[config.mk]
export PLATFORM = sky130hd
export DESIGN_NAME = imu_ctrl
export DESIGN_NICKNAME = d
export VERILOG_FILES = /design/src/rtl/imu_pkg.sv /design/src/rtl/imu_timer.sv /design/src/rtl/imu_ctrl.sv
export SDC_FILE = /design/constraint.sdc
export NUM_CORES = 1
export LEC_CHECK = 0
export ABC_CLOCK_PERIOD_IN_PS = 2600
export BUFFER_PORTS_ARGS = -buffer_cell sky130_fd_sc_hd__buf_2
export CAP_MARGIN = 40
export CORE_MARGIN = 2
export CORE_UTILIZATION = 30
export CTS_CLUSTER_SIZE = 8
export DETAILED_ROUTE_END_ITERATION = 8
export GPL_ROUTABILITY_DRIVEN = 1
export PLACE_DENSITY = 0.46
export RECOVER_POWER = 50
export SLEW_MARGIN = 40
export SYNTH_ARGS = -nofsm -noshare
export SYNTH_HDL_FRONTEND = slang
export SYNTH_SLANG_ARGS = --single-unit
export TNS_END_PERCENT = 1
[constraint.sdc]
create_clock -name clk -period 2.6 [get_ports clk]
set_input_delay 0.26 -clock clk [delete_from_list [all_inputs] [get_ports clk]]
set_output_delay 0.26 -clock clk [all_outputs]
set_load 0.01 [all_outputs]
[src/rtl/imu_pkg.sv]
// Shared types and constants for the IMU sampling controller.
package imu_pkg;

  typedef enum logic [3:0] {
    BOOT,
    ID_REQ,
    ID_WAIT,
    CFG_REQ,
    CFG_WAIT,
    IDLE,
    RD_REQ,
    RD_WAIT,
    PUBLISH,
    FAULT
  } state_t;

  // Register map of the sensor
  localparam logic [7:0] ADDR_WHOAMI = 8'h0F;
  localparam logic [7:0] ADDR_CTRL1  = 8'h10;
  localparam logic [7:0] ADDR_CTRL2  = 8'h11;
  localparam logic [7:0] ADDR_CTRL3  = 8'h12;
  localparam logic [7:0] ADDR_DATA0  = 8'h22;

  // Configuration written once after a successful ID check
  localparam logic [7:0] CFG_CTRL1 = 8'h60;
  localparam logic [7:0] CFG_CTRL2 = 8'h60;
  localparam logic [7:0] CFG_CTRL3 = 8'h44;

  localparam int NUM_CFG   = 3;
  localparam int NUM_BYTES = 12;

  function automatic logic [7:0] cfg_addr(input logic [1:0] idx);
    case (idx)
      2'd0:    cfg_addr = ADDR_CTRL1;
      2'd1:    cfg_addr = ADDR_CTRL2;
      default: cfg_addr = ADDR_CTRL3;
    endcase
  endfunction

  function automatic logic [7:0] cfg_data(input logic [1:0] idx);
    case (idx)
      2'd0:    cfg_data = CFG_CTRL1;
      2'd1:    cfg_data = CFG_CTRL2;
      default: cfg_data = CFG_CTRL3;
    endcase
  endfunction

endpackage

[src/rtl/imu_timer.sv]
// Modulo-PERIOD down-counter; tick pulses once every PERIOD enabled cycles.
module imu_timer import imu_pkg::*; #(
  parameter int PERIOD = 2
) (
  input  logic clk,
  input  logic reset_n,
  input  logic en,
  output logic tick
);

  localparam int W = (PERIOD > 1) ? $clog2(PERIOD) : 1;

  logic [W-1:0] count;

  // Counter starts at 0 after reset, so the first tick also lands after
  // exactly PERIOD enabled cycles (0 -> PERIOD-1 -> ... -> 1 -> 0).
  assign tick = en && ((PERIOD == 1) || (count == W'(1)));

  // Count down while enabled, reloading from zero
  always_ff @(posedge clk) begin
    if (!reset_n) begin
      count <= '0;
    end else if (en) begin
      count <= (count == '0) ? W'(PERIOD - 1) : count - W'(1);
    end
  end

endmodule

[src/rtl/imu_ctrl.sv]
// IMU controller: boot delay, WHO_AM_I check with retry, configuration
// writes, then periodic 12-byte read bursts published as six sample words.
module imu_ctrl import imu_pkg::*; #(
  parameter int         BOOT_WAIT     = 2500,
  parameter int         SAMPLE_PERIOD = 50000,
  parameter int         MAX_RETRY     = 3,
  parameter logic [7:0] WHOAMI_VAL    = 8'h6C
) (
  input  logic               clk,
  input  logic               reset_n,
  input  logic               run,
  output logic [7:0]         spi_addr,
  output logic [7:0]         spi_wdata,
  output logic               spi_read,
  output logic               spi_enable,
  input  logic [7:0]         spi_rdata,
  input  logic               spi_done,
  output logic signed [15:0] gyro_x,
  output logic signed [15:0] gyro_y,
  output logic signed [15:0] gyro_z,
  output logic signed [15:0] acc_x,
  output logic signed [15:0] acc_y,
  output logic signed [15:0] acc_z,
  output logic               sample_valid,
  output logic               id_ok,
  output logic               fault,
  output logic               overrun
);

  localparam int RETRY_W = $clog2(MAX_RETRY + 1);

  state_t             state;
  logic [RETRY_W-1:0] retry_cnt;
  logic [1:0]         cfg_idx;
  logic [3:0]         byte_idx;
  logic [7:0]         shadow [NUM_BYTES];
  logic               pending;
  logic               boot_tick;
  logic               sample_tick;
  logic               sample_en;
  logic               burst_start;

  assign sample_en   = run && (state inside {IDLE, RD_REQ, RD_WAIT, PUBLISH});
  assign burst_start = (state == IDLE) && pending && run;

  imu_timer #(.PERIOD(BOOT_WAIT)) u_boot_timer (
    .clk     (clk),
    .reset_n (reset_n),
    .en      (state == BOOT),
    .tick    (boot_tick)
  );

  imu_timer #(.PERIOD(SAMPLE_PERIOD)) u_sample_timer (
    .clk     (clk),
    .reset_n (reset_n),
    .en      (sample_en),
    .tick    (sample_tick)
  );

  // Sample request latch; a second tick before the first is served is an overrun
  always_ff @(posedge clk) begin
    if (!reset_n) begin
      pending <= 1'b0;
      overrun <= 1'b0;
    end else begin
      if (sample_tick && pending) overrun <= 1'b1;
      if (sample_tick)            pending <= 1'b1;
      else if (burst_start)       pending <= 1'b0;
    end
  end

  // Main sequencer; SPI request fields are loaded on the edge entering a
  // *_REQ state so they are valid for the whole request and wait period.
  always_ff @(posedge clk) begin
    if (!reset_n) begin
      state        <= BOOT;
      retry_cnt    <= '0;
      cfg_idx      <= '0;
      byte_idx     <= '0;
      spi_addr     <= '0;
      spi_wdata    <= '0;
      spi_read     <= 1'b0;
      spi_enable   <= 1'b0;
      id_ok        <= 1'b0;
      fault        <= 1'b0;
      sample_valid <= 1'b0;
      gyro_x       <= '0;
      gyro_y       <= '0;
      gyro_z       <= '0;
      acc_x        <= '0;
      acc_y        <= '0;
      acc_z        <= '0;
      for (int i = 0; i < NUM_BYTES; i++) shadow[i] <= '0;
    end else begin
      spi_enable   <= 1'b0;
      sample_valid <= 1'b0;
      unique case (state)
        BOOT: begin
          if (boot_tick) begin
            state      <= ID_REQ;
            spi_enable <= 1'b1;
            spi_addr   <= ADDR_WHOAMI;
            spi_wdata  <= '0;
            spi_read   <= 1'b1;
          end
        end
        ID_REQ: state <= ID_WAIT;
        ID_WAIT: begin
          if (spi_done) begin
            if (spi_rdata == WHOAMI_VAL) begin
              id_ok      <= 1'b1;
              cfg_idx    <= '0;
              state      <= CFG_REQ;
              spi_enable <= 1'b1;
              spi_addr   <= cfg_addr(2'd0);
              spi_wdata  <= cfg_data(2'd0);
              spi_read   <= 1'b0;
            end else if ((32'(retry_cnt) + 32'd1) < 32'(MAX_RETRY)) begin
              retry_cnt  <= retry_cnt + RETRY_W'(1);
              state      <= ID_REQ;
              spi_enable <= 1'b1;
              spi_addr   <= ADDR_WHOAMI;
              spi_wdata  <= '0;
              spi_read   <= 1'b1;
            end else begin
              retry_cnt <= retry_cnt + RETRY_W'(1);
              fault     <= 1'b1;
              state     <= FAULT;
            end
          end
        end
        CFG_REQ: state <= CFG_WAIT;
        CFG_WAIT: begin
          if (spi_done) begin
            if (cfg_idx == 2'(NUM_CFG - 1)) begin
              state <= IDLE;
            end else begin
              cfg_idx    <= cfg_idx + 2'd1;
              state      <= CFG_REQ;
              spi_enable <= 1'b1;
              spi_addr   <= cfg_addr(cfg_idx + 2'd1);
              spi_wdata  <= cfg_data(cfg_idx + 2'd1);
              spi_read   <= 1'b0;
            end
          end
        end
        IDLE: begin
          if (pending && run) begin
            byte_idx   <= '0;
            state      <= RD_REQ;
            spi_enable <= 1'b1;
            spi_addr   <= ADDR_DATA0;
            spi_wdata  <= '0;
            spi_read   <= 1'b1;
          end
        end
        RD_REQ: state <= RD_WAIT;
        RD_WAIT: begin
          if (spi_done) begin
            shadow[byte_idx] <= spi_rdata;
            if (byte_idx == 4'(NUM_BYTES - 1)) begin
              state <= PUBLISH;
            end else begin
              byte_idx   <= byte_idx + 4'd1;
              state      <= RD_REQ;
              spi_enable <= 1'b1;
              spi_addr   <= ADDR_DATA0 + {4'b0000, byte_idx + 4'd1};
              spi_wdata  <= '0;
              spi_read   <= 1'b1;
            end
          end
        end
        PUBLISH: begin
          gyro_x       <= $signed({shadow[1],  shadow[0]});
          gyro_y       <= $signed({shadow[3],  shadow[2]});
          gyro_z       <= $signed({shadow[5],  shadow[4]});
          acc_x        <= $signed({shadow[7],  shadow[6]});
          acc_y        <= $signed({shadow[9],  shadow[8]});
          acc_z        <= $signed({shadow[11], shadow[10]});
          sample_valid <= 1'b1;
          state        <= IDLE;
        end
        FAULT: state <= FAULT;
        default: state <= BOOT;
      endcase
    end
  end

endmodule
==> impl_metrics.json, run 1 <==
{
  "yosys_most_used_dff": "dfxtp_1",
  "antenna_found_initial": 3,
  "ys_seq_elements": 248,
  "synth_cells": 1014,
  "drtAntennaViolNets": 0,
  "hold_viol": 0,
  "status": "finished clean",
  "cp-end-kind": "flip-flop",
  "clockRootBuffer": "clkbuf_16",
  "fin_crit_sh_pct": 90.8,
  "cp.arrival_ns": 2.52,
  "cts_max_path_buffers": 3,
  "critPathLaunchType": "flip-flop",
  "synth.largest_area_cell": "dfxtp_1",
  "synth_top_area_share_pct": 30.1,
  "crit_family": "simple AND/OR/NAND/NOR gates",
  "post_cts_resized": 0,
  "clkPwrFrac_pct": 44.7,
  "max-vdd-ir-drop_v": 0.000435,
  "worst-setup-path-type": "reg -> reg",
  "die_width_um": 188,
  "worstPathMaxFanout": 18,
  "fillers": 3581,
  "cp_num_buf_inv": 0,
  "grt_use_total_pct": 14.6,
  "top_layer": "met5",
  "p_seq_share_pct": 45.5,
  "synth_edf_count": 96,
  "ys_warn_count": 0,
  "maxCapViolations": 0,
  "cpPeakStageDelay_ns": 0.71,
  "dieArea_mm2": 0.0352,
  "core.rowCount": 67,
  "fp.coreArea_mm2": 0.0334,
  "wl_per_cell_um": 16.2,
  "tritoncts": "built",
  "period_needed_ns": 2.36,
  "die_y_um": 188,
  "hold_class": "in -> reg",
  "wl_met3_um": 1330,
  "dpl.hpwl_um": 17300,
  "io_buffers": 122,
  "pin_count": 130,
  "ys_top_cells_by_count": "230 x nand2_1, 152 x dfxtp_1, 111 x a21oi_1, 98 x and2_1, 96 x edfxtp_1",
  "via_count": 7422,
  "place_area_mm2": 0.0113,
  "drv_slew": 0,
  "synth_area_leaders": "dfxtp_1 30%, edfxtp_1 28%, nand2_1 8.5%, and2_1 6.1%, a21oi_1 5.5%",
  "cp_cell_sequence": "and4b_1 -> and3_1 -> nand2_1 -> nor3_1 -> nand2b_1",
  "avgSynthCellArea_um2": 9.98,
  "fin_area_mm2": 0.0122,
  "skew_ns": 0.0173,
  "place_congestion": 0.822,
  "utilization_pct": 36.4,
  "power_frac_comb_pct": 9.7,
  "setup_viol": 0,
  "grt_pass1_wl_um": 41200,
  "clock_latency_ns": 0.51,
  "power_density_mw_per_mm2": 795,
  "initial_core_util_pct": 30.3,
  "drtPass1Iterations": 5,
  "cts_hold_buf": 0,
  "fin_tns_setup_ns": 0,
  "power_uw": 9660,
  "grt_max_degree": 97,
  "gr-total-overflow": 0,
  "netlist_area_mm2": 0.0101,
  "worstMarginPinSlew_ns": 0.971,
  "crit_path_top_delay_cell": "dfxtp_1",
  "syn2layout_area_growth_pct": 20.1,
  "synth.most_common_cell": "nand2_1",
  "critPathRequiredTime_ns": 2.76,
  "wl_met1_um": 12600,
  "cts_buffers": 37,
  "dr_wl_met2_um": 11700,
  "final_nets": 1175,
  "drc": 0,
  "grt_pass1_vias": 7237,
  "cts.clk_slew.worst_paths_ns": 0.05,
  "fmax_ghz": 0.424,
  "switching_share_pct": 24.9,
  "clock-sinks": 248,
  "p_int_uw": 7260,
  "max_slew_margin_pct": 35.2,
  "cts_setup_buffers": 0,
  "rsz0062_at_grt": "false",
  "ys_seq_area_share_pct": 58.6,
  "drtIter0Drc": 494,
  "async_flop_share_pct": 0,
  "via_per_inst": 4.58,
  "h-tree-depth": 2,
  "drive_gt1_share_pct": 8.28,
  "whs_ns": 0.128,
  "p_sw_uw": 2410,
  "synth_cell_types": 68,
  "p_leak_uw": 0.00419,
  "routed_wl_um": 26300
}
## worst paths after layout
kind              startpoint            to  slack [ns]  cells past startpoint
setup / recovery    state[1]  shadow[0][4]        0.24                      5
hold / removal      spi_done         fault        0.13                      3
setup reg to reg    state[1]  shadow[0][4]        0.24                      5
hold reg to reg    gyro_z[9]     gyro_z[9]        0.45                      2
## layout by cell type (no fill, tap or decap), types with 9 or more instances in the layout
cell | synthesis | final
buf_4 | 8 | 23
buf_2 | 11 | 11
nor3_1 | 9 | 12
ha_1 | 15 | 15
edfxtp_1 | 96 | 96
nand2b_1 | 9 | 9
xnor2_1 | 11 | 11
nand2_1 | 230 | 230
clkbuf_16 | 0 | 37
nand3_1 | 13 | 13
xor2_1 | 15 | 15
and2_0 | 0 | 27
a31oi_1 | 11 | 11
inv_1 | 16 | 15
o21ai_0 | 19 | 19
dfxtp_1 | 152 | 152
clkbuf_1 | 45 | 141
a21oi_1 | 111 | 111
nor2_1 | 40 | 40
and2_1 | 98 | 71
## cell families (layout without fill, tap and decap cells)
group / after synthesis / count (layout) / share of synthesized area, %
AO/OA/AOI/OAI: 182 / 182 / 10.8
XOR/XNOR: 26 / 26 / 2.25
adder cells (fa/ha/maj): 15 / 15 / 1.86
buffers and inverters: 83 / 235 / 3.52
flip-flops: 248 / 248 / 58.6
multiplexers: 7 / 7 / 0.693
other: 1 / 8 / 0.0371
AND/OR/NAND/NOR: 452 / 452 / 22.3
## routing by layer
layer	global-route usage [%]	vias up
met5	0	-
met4	4.12	4
met3	3.16	44
met2	22.9	168
met1	20.3	3468
li1	-	3738
## area by class of cell
cell class	instances	area [µm²]	area share [%]
inverter	16	61.3	0.505
tap	448	561	4.61
antenna	1	2.50	0.0206
clock inverter	5	51.3	0.422
timing repair buffer	156	709	5.84
clock buffer	58	1000	8.27
sequential	248	5930	48.8
multi-input combinational	689	3840	31.6
## worst register-to-register path: cells and delay by family, from the launching register on
family | cells | cell delay [ns]
flops | 1 | 0.71
simple gates | 5 | 1.29
## power groups by stage
| stage | Sequential, µW | Combinational, µW | Clock, µW |
|---|---|---|---|
| after floorplan | 4460 | 681 | 0 |
| after global placement | 4480 | 979 | 0 |
| after detailed placement | 4470 | 987 | 0 |
| after CTS | 4400 | 993 | 4460 |
| after global routing | 4420 | 1050 | 4650 |
| final | 4400 | 941 | 4320 |
## registers in the layout (all words and copies together) (netlist names), 16 cells and up
register	cells
acc_z	16
u_sample_timer.count	16
acc_y	16
gyro_z	16
gyro_x	16
shadow	96
acc_x	16
gyro_y	16
## per-stage QoR
stage | instances | setup slack (ns)
floorplan | 1020 | 0.350
global placement | 1557 | 0.221
detailed placement | 1557 | 0.198
CTS | 1620 | 0.191
global route | 1621 | 0.0232
finish | 1621 | 0.239
Note: power is estimated with default switching activity, not from simulation.
==> inputs of run 2 (changes only) <==
ABC_CLOCK_PERIOD_IN_PS = 2020   (was 2600)
CELL_PAD_IN_SITES_DETAIL_PLACEMENT = 1   (was default)
CELL_PAD_IN_SITES_GLOBAL_PLACEMENT = 1   (was default)
CORE_UTILIZATION = 40   (was 30)
PLACE_DENSITY = 0.74   (was 0.46)
clock period = 2.02 ns   (was 2.6 ns; I/O delays follow)
==> run 2 against run 1 <==
Power is 32% higher; cell area up 4.0%; flip-flop and latch count unchanged; die area is 25% lower; sequential power increased by 29%; sequential share of layout area shrank 1.8 points; combinational power grew 75%; routed wire length is 9.0% higher; final cell count fell by 3.8%; clock power grew 26%.
==> impl_metrics.json, run 2 (synthesis results as in run 1) <==
{
  "power_density_mw_per_mm2": 1010,
  "cts_max_path_buffers": 3,
  "drtPass1Iterations": 5,
  "via_per_inst": 5.16,
  "worstMarginPinSlew_ns": 0.781,
  "power_uw": 12800,
  "grt_pass1_vias": 8411,
  "initial_core_util_pct": 40.4,
  "critPathRequiredTime_ns": 2.45,
  "core.rowCount": 58,
  "fp.coreArea_mm2": 0.0250,
  "antenna_found_initial": 0,
  "dieArea_mm2": 0.0266,
  "die_width_um": 163,
  "max_slew_margin_pct": 47.9,
  "tritoncts": "built",
  "cts_buffers": 36,
  "setup_slack_ns": 0.0269,
  "clock-sinks": 248,
  "hold_class": "in -> reg",
  "diodes": 0,
  "cts.clk_slew.worst_paths_ns": 0.05,
  "cp.arrival_ns": 2.42,
  "cts_hold_buf": 0,
  "drv_slew": 0,
  "gr-total-overflow": 0,
  "fin_tns_setup_ns": 0,
  "fin_crit_sh_pct": 98.7,
  "grt_max_degree": 98,
  "syn2layout_area_growth_pct": 24.9,
  "die_y_um": 163,
  "routed_wl_um": 28600,
  "clock_latency_ns": 0.51,
  "clockRootBuffer": "clkbuf_16",
  "drtIter0Drc": 553,
  "io_buffers": 122,
  "place_area_mm2": 0.0116,
  "rsz0062_at_grt": "true",
  "critPathLaunchType": "flip-flop",
  "final_common_cell": "nand2_1",
  "fmax_ghz": 0.502,
  "skew_ns": 0.0158,
  "dpl.hpwl_um": 18500,
  "grt_use_total_pct": 21.3,
  "grt_pass1_wl_um": 44700,
  "pin_count": 130,
  "fin_area_mm2": 0.0126,
  "h-tree-depth": 2,
  "wl_per_cell_um": 18.4,
  "final_cell_mix": "229 x nand2_1, 146 x dfxtp_1, 134 x clkbuf_1",
  "hold_viol": 0,
  "worst-setup-path-type": "reg -> reg",
  "largest_reg_flops": 96,
  "p_leak_uw": 0.00459,
  "drc": 0,
  "drive_gt1_share_pct": 15.1,
  "place_congestion": 0.857,
  "worstPathMaxFanout": 4,
  "period_needed_ns": 1.99,
  "drtAntennaViolNets": 0,
  "maxCapViolations": 0,
  "setup_viol": 0,
  "max-vdd-ir-drop_v": 0.000531,
  "status": "finished clean",
  "cp-end-kind": "flip-flop",
  "final_nets": 1233,
  "post-place-ws_ns": -0.0985,
  "via_count": 8039,
  "largest-register": "shadow"
}
run 2: changes by cell type in the layout (fill, tap and decap cells not counted), moves of 6 or more:
cell and delta:
buf_4 +64, dfxtp_1 -6, o21ai_0 -10, and2_1 +27, clkbuf_1 -7, and2_0 -27
o21ai_1 +10, dfxtp_2 +6
run 2: layer usage:
metal / track usage (%) / vias up / share of wire (%)
met5: 0 / - / 0
met4: 7.08 / 0 / 2.1
met3: 3.45 / 47 / 4.2
met2: 37.3 / 178 / 50
met1: 26.8 / 3960 / 43
li1: - / 3854 / -
run 2: power by group:
group | switching [µW] | internal, µW | total, µW
Combinational | 894 | 760 | 1650
Clock | 2130 | 3310 | 5440
Sequential | 199 | 5460 | 5660
run 2: cell type report:
class                      count  area (µm²)
fill                        2886       12400
clock inverter                 2        25.0
multi-input combinational    689        3980
clock buffer                  59         987
sequential                   248        5930
timing repair buffer         215        1240
inverter                      16        61.3
tap                          330         413
run 2: timing repair:
item / 4_1_cts / 5_1_grt
resized for setup: 9 / 23
setup buffers: 0 / 2
pin swaps: 2 / 8
setup endpoints to repair: 112 / 100
run 2: worst paths after layout:
path / cells after the start / from / slack (ns) / end
setup / recovery: 4 / u_boot_timer.count[5] / 0.03 / state[3]
hold / removal: 3 / spi_done / 0.09 / fault
setup reg to reg: 4 / u_boot_timer.count[5] / 0.03 / state[3]
hold reg to reg: 2 / gyro_z[12] / 0.45 / gyro_z[12]
run 2: worst max-delay path, stage by stage, from the launching register on:
cell,delay [ns]
dfxtp_2,0.33
or4_4,0.54
o41a_1,0.54
a211oi_4,0.33
nor2b_1,0.18
run 2: through the flow:
step                      hold WS (ns)  std cells  utilization [%]
after floorplan                  0.343       1020                -
after global placement           0.439       1496             46.4
after detailed placement         0.446       1496             46.5
after CTS                       0.0763       1557             50.6
after global routing             0.104       1559             50.5
final                           0.0862       1559             50.5
